## config.mk

```make
export PLATFORM = sky130hd
export DESIGN_NAME = iommu_field_reg_mc
export DESIGN_NICKNAME = d
export VERILOG_FILES = /design/src/rtl/iommu_field_reg_mc.sv
export SDC_FILE = /design/constraint.sdc
export NUM_CORES = 1
export LEC_CHECK = 0
export ABC_CLOCK_PERIOD_IN_PS = 4900
export CAP_MARGIN = 20
export CORE_MARGIN = 2
export CORE_UTILIZATION = 35
export DETAILED_ROUTE_END_ITERATION = 8
export GPL_TIMING_DRIVEN = 0
export PLACE_DENSITY = 0.92
export SLEW_MARGIN = 40
export SYNTH_ARGS = -nofsm -noshare
export SYNTH_HDL_FRONTEND = slang
export SYNTH_SLANG_ARGS = --single-unit
```

## constraint.sdc

```tcl
create_clock -name clk_i -period 4.9 [get_ports clk_i]
set_input_delay 0.98 -clock clk_i [delete_from_list [all_inputs] [get_ports clk_i]]
set_output_delay 0.98 -clock clk_i [all_outputs]
set_load 0.005 [all_outputs]
```

## src/rtl/iommu_field_reg_mc.sv

```systemverilog
// Purpose: register field with software write port and round-robin arbitrated multi-channel hardware updates.
// Latency: one cycle from accepted write or hardware transfer to q_o; qe_o/upd_o pulse in that same cycle.
// Backpressure: hw_ready_o grants one channel per cycle; in RW/WO modes a software write stalls all channels.

package iommu_field_pkg;
  typedef enum logic [2:0] {
    SwAccessRW,
    SwAccessRO,
    SwAccessWO,
    SwAccessW1C,
    SwAccessW1S,
    SwAccessW0C,
    SwAccessRC,
    SwAccessHW
  } sw_access_e;
endpackage

module iommu_field_reg_mc
  import iommu_field_pkg::*;
#(
  parameter int unsigned           DATA_WIDTH = 32,
  parameter int unsigned           NUM_HW     = 2,
  parameter sw_access_e            SwAccess   = SwAccessRW,
  parameter logic [DATA_WIDTH-1:0] RESVAL     = '0
) (
  input  logic                         clk_i,
  input  logic                         rst_ni,
  input  logic                         we_i,
  input  logic [DATA_WIDTH-1:0]        wd_i,
  input  logic [NUM_HW-1:0]            hw_valid_i,
  output logic [NUM_HW-1:0]            hw_ready_o,
  input  logic [NUM_HW*DATA_WIDTH-1:0] hw_d_i,
  input  logic [NUM_HW*DATA_WIDTH-1:0] hw_mask_i,
  output logic [DATA_WIDTH-1:0]        q_o,
  output logic                         qe_o,
  output logic                         upd_o
);

  localparam int unsigned RrW = (NUM_HW > 1) ? $clog2(NUM_HW) : 1;

  // Modes where a software write replaces the whole value, so a same-cycle
  // hardware update would be lost; those channels are held off instead.
  localparam logic SwStall = (SwAccess == SwAccessRW) || (SwAccess == SwAccessWO);

  // Modes in which the software strobe has any effect on the field.
  localparam logic SwHasWrite = (SwAccess == SwAccessRW)  || (SwAccess == SwAccessWO)  ||
                                (SwAccess == SwAccessW1S) || (SwAccess == SwAccessW1C) ||
                                (SwAccess == SwAccessW0C) || (SwAccess == SwAccessRC);

  logic [DATA_WIDTH-1:0] q_q, q_d;
  logic                  qe_q, upd_q;
  logic [RrW-1:0]        rr_q, rr_d;

  logic [NUM_HW-1:0]     grant;
  logic                  found;
  logic [RrW-1:0]        gidx;
  logic [DATA_WIDTH-1:0] sel_d, sel_m;
  int unsigned           idx;

  logic                  stall, de, swa, wr_en;
  logic [DATA_WIDTH-1:0] hw_val, base, wr_data;

  // Round-robin search: first valid channel at or after rr, wrapping at NUM_HW.
  always_comb begin
    grant = '0;
    found = 1'b0;
    gidx  = '0;
    sel_d = '0;
    sel_m = '0;
    idx   = 0;
    for (int unsigned i = 0; i < NUM_HW; i++) begin
      idx = (32'(rr_q) + i) % NUM_HW;
      if (!found && hw_valid_i[idx]) begin
        found      = 1'b1;
        grant[idx] = 1'b1;
        gidx       = idx[RrW-1:0];
        sel_d      = hw_d_i[idx*DATA_WIDTH +: DATA_WIDTH];
        sel_m      = hw_mask_i[idx*DATA_WIDTH +: DATA_WIDTH];
      end
    end
  end

  assign stall      = SwStall & we_i;
  assign hw_ready_o = stall ? '0 : grant;
  assign de         = found & ~stall;
  assign swa        = SwHasWrite & we_i;
  assign wr_en      = swa | de;

  // Masked hardware value: unmasked bits keep the current field value.
  assign hw_val = (sel_m & sel_d) | (~sel_m & q_q);
  assign base   = de ? hw_val : q_q;

  // Next field value per software access policy; software wins on shared bits.
  always_comb begin
    wr_data = hw_val;
    case (SwAccess)
      SwAccessRW, SwAccessWO: wr_data = swa ? wd_i : hw_val;
      SwAccessW1S:            wr_data = base | (swa ? wd_i : '0);
      SwAccessW1C:            wr_data = base & (swa ? ~wd_i : '1);
      SwAccessW0C:            wr_data = base & (swa ? wd_i : '1);
      SwAccessRC:             wr_data = base & (swa ? '0 : '1);
      default:                wr_data = hw_val;
    endcase
  end

  // Field load and round-robin pointer advance past the channel that transferred.
  always_comb begin
    q_d  = wr_en ? wr_data : q_q;
    rr_d = rr_q;
    if (de) begin
      rr_d = (gidx == RrW'(NUM_HW - 1)) ? '0 : gidx + 1'b1;
    end
  end

  // State registers with asynchronous reset.
  always_ff @(posedge clk_i or negedge rst_ni) begin
    if (!rst_ni) begin
      q_q   <= RESVAL;
      qe_q  <= 1'b0;
      upd_q <= 1'b0;
      rr_q  <= '0;
    end else begin
      q_q   <= q_d;
      qe_q  <= swa;
      upd_q <= wr_en;
      rr_q  <= rr_d;
    end
  end

  assign q_o   = q_q;
  assign qe_o  = qe_q;
  assign upd_o = upd_q;

endmodule

```

==> results_dict.tcl <==
set metrics [dict create \
    cp_top_family "buffers and inverters" \
    slew_headroom_pct 53.49 \
    holdPathStages 1 \
    p_leak_nw 1.755 \
    cp.buffers_inverters 3 \
    post_cts_resized 0 \
    cp.required_ns 3.92 \
    synth_area_leaders "dfrtp_1, a221o_1, a32oi_1" \
    period_share_pct 81.92 \
    start_util_pct 36.51 \
    grt_overflow_total 0 \
    clock_latency_ns 0.29 \
    finalSetupViolCount 0 \
    post_cts_buffers 0 \
    synthCells 224 \
    status "finished with violations" \
    yosysWarningCount 0 \
    seq_area_frac_synth_pct 37.35 \
    ys.flop_type "dfrtp_1" \
    dieArea_mm2 0.007370 \
    routed_wl_mm 10.04 \
    min_period_ns 4.014 \
    cts_sinks 35 \
    ys_types 22 \
    vias 2903 \
    fillerInstances 501 \
    nets 597 \
    clock_path_buffers 2 \
    grt_pass1_wl_mm 15.37 \
    final_cells 510 \
    final_area_mm2 0.004583 \
    cts_hold_buf 0 \
    cp.depth 5 \
    ys_ff_latch 35 \
    tritoncts "yes" \
    final_util_pct 71.36 \
    die_w_um 85.85 \
    async_flop_share_pct 100.0 \
    failed_checks "design-rule violations" \
    io-pin-count 201 \
    min_path_type "reg -> reg" \
    grt_pass1_vias 3140 \
    drtIter0Drc 159 \
    cts_root_buf "clkbuf_8" \
    route.detailed.drc 10 \
    rsz0062_at_grt "no" \
    num_rows 29 \
    arrival_ns 3.03 \
    avgSynthCellArea_um2 10.47 \
    grt_max_degree 19 \
    hpwl_mm 8.005 \
    critPathMostFrequentCell "clkdlybuf4s50_1" \
    setup_tns_ns 0 \
    grtUsageTotal_pct 26.96 \
    antenna_cells 0 \
    critPathMaxStageDelay_ns 0.57 \
    cap_violations 0 \
    viasPerCell 5.692 \
    layout-drive-gt1-share_pct 12.70 \
    totalPowerFinal_mw 1.061 \
    yosysTopAreaCellShare_pct 37.35 \
    crit_chain "clkdlybuf4s50_1 > a21boi_2 > and2_1 > buf_2 > clkdlybuf4s50_1" \
    dpl.cell_count 502 \
    place_congestion 0.8135 \
    critical_path_class "in -> out" \
    cts_buffers 5 \
    fin_skew_ns 0.006873 \
    first_pass_iters 6 \
    wl_per_cell_um 19.68 \
    path_max_fanout 10 \
    synth_area_leader_cell "dfrtp_1" \
    rr_worst_depth 7 \
    syn-cell-area_mm2 0.002345 \
    hold_viol 0 \
    critPathSlowestCell "clkdlybuf4s50_1" \
    port_buffers 200 \
    powerDensity_mw_per_mm2 231.6 \
    end_kind "output port" \
    die_h_um 85.85 \
    coreArea_mm2 0.006422 \
    slew_violations 0 \
    clk_pin_slew_ns 0.08 \
    antenna_found_initial 0 \
    ir_worst_vdd_uv 136.2 \
    fmax_mhz 249.1 \
    synth_edf_count 0 \
    tightest_slew_ns 0.6977 \
    syn_to_final_growth_pct 95.46 \
    drtAntennaViolNets 0 \
    syn_nets 389 \
    worstSetupStartpointType "input port" \
    placed_area_mm2 0.004466 \
    cts_htree_levels 2 \
]
stage by stage:
step,hold slack [ns],setup slack [ns]
after global routing,0.5327,0.8203
after global placement,0.4877,0.9282
after CTS,0.5109,0.8808
after floorplan,0.4991,2.271
final,0.5084,0.8860
after detailed placement,0.4925,0.8868
placed cells by master (no fill, tap or decap), types with 8 or more instances in the layout:
| master | synthesis | routed |
|---|---|---|
| inv_1 | 8 | 8 |
| a221o_1 | 25 | 25 |
| dfrtp_1 | 35 | 35 |
| nand2_1 | 12 | 12 |
| a32oi_1 | 19 | 19 |
| a221oi_1 | 12 | 12 |
| clkdlybuf4s50_1 | 0 | 199 |
| mux2_2 | 13 | 13 |
| a221oi_2 | 8 | 8 |
| nor2_1 | 19 | 19 |
| and2_1 | 15 | 15 |
| clkbuf_1 | 17 | 17 |
| o221a_2 | 12 | 12 |
final cells by class:
type                       count  area [um2]  area share [%]
multi-input combinational    155        1292           28.20
sequential                    35       875.8           19.11
tap                           77       96.34           2.102
buffer                        26       146.4           3.194
clock inverter                 2       35.03          0.7644
timing repair buffer         201        2024           44.17
clock buffer                   6       82.58           1.802
inverter                       8       30.03          0.6552
cell families (layout without fill, tap and decap cells):
family          count (synthesis)  count (layout)  synth area share, %
compound gates                 86              86                37.09
simple gates                   56              56                11.79
flops                          35              35                37.35
buf+inv                        34             243                7.524
mux                            13              13                6.243
Yosys cell counts, drive strengths merged (7+ instances only):
library cell  count
nor2             19
a32o              7
a221oi           20
a32oi            19
nor3              7
mux2             13
buf               9
clkbuf           17
o221a            12
nand2            12
dfrtp            35
and2             15
inv               8
a221o            25
routing by layer:
layer  track usage [%]  routed length, um  vias to the layer above
met5                 0                  0                        -
met3             6.064                770                       12
met4             7.071                133                        0
met2             50.85               5377                      149
li1                  -                  -                     1336
met1             30.40               3757                     1406
report_power, final:
group          switching [mW]  leakage (nW)  internal (mW)
clock                   0.114        0.0612          0.165
combinational           0.156          1.29          0.275
sequential             0.0223         0.406          0.329
total                   0.293          1.76          0.768
final timing paths:
check / from / endpoint / slack (ns)
setup reg to reg: flop / flop / 3.02
min in group asynchronous: rst_ni / asynchronous set/reset pin / 0.63
max in group asynchronous: rst_ni / asynchronous set/reset pin / 3.81
hold reg to reg: flop / flop / 0.51
setup / recovery: hw_valid_i[0] / hw_ready_o[0] / 0.89
hold / removal: flop / flop / 0.51
Power figures use the tool's default switching activity.
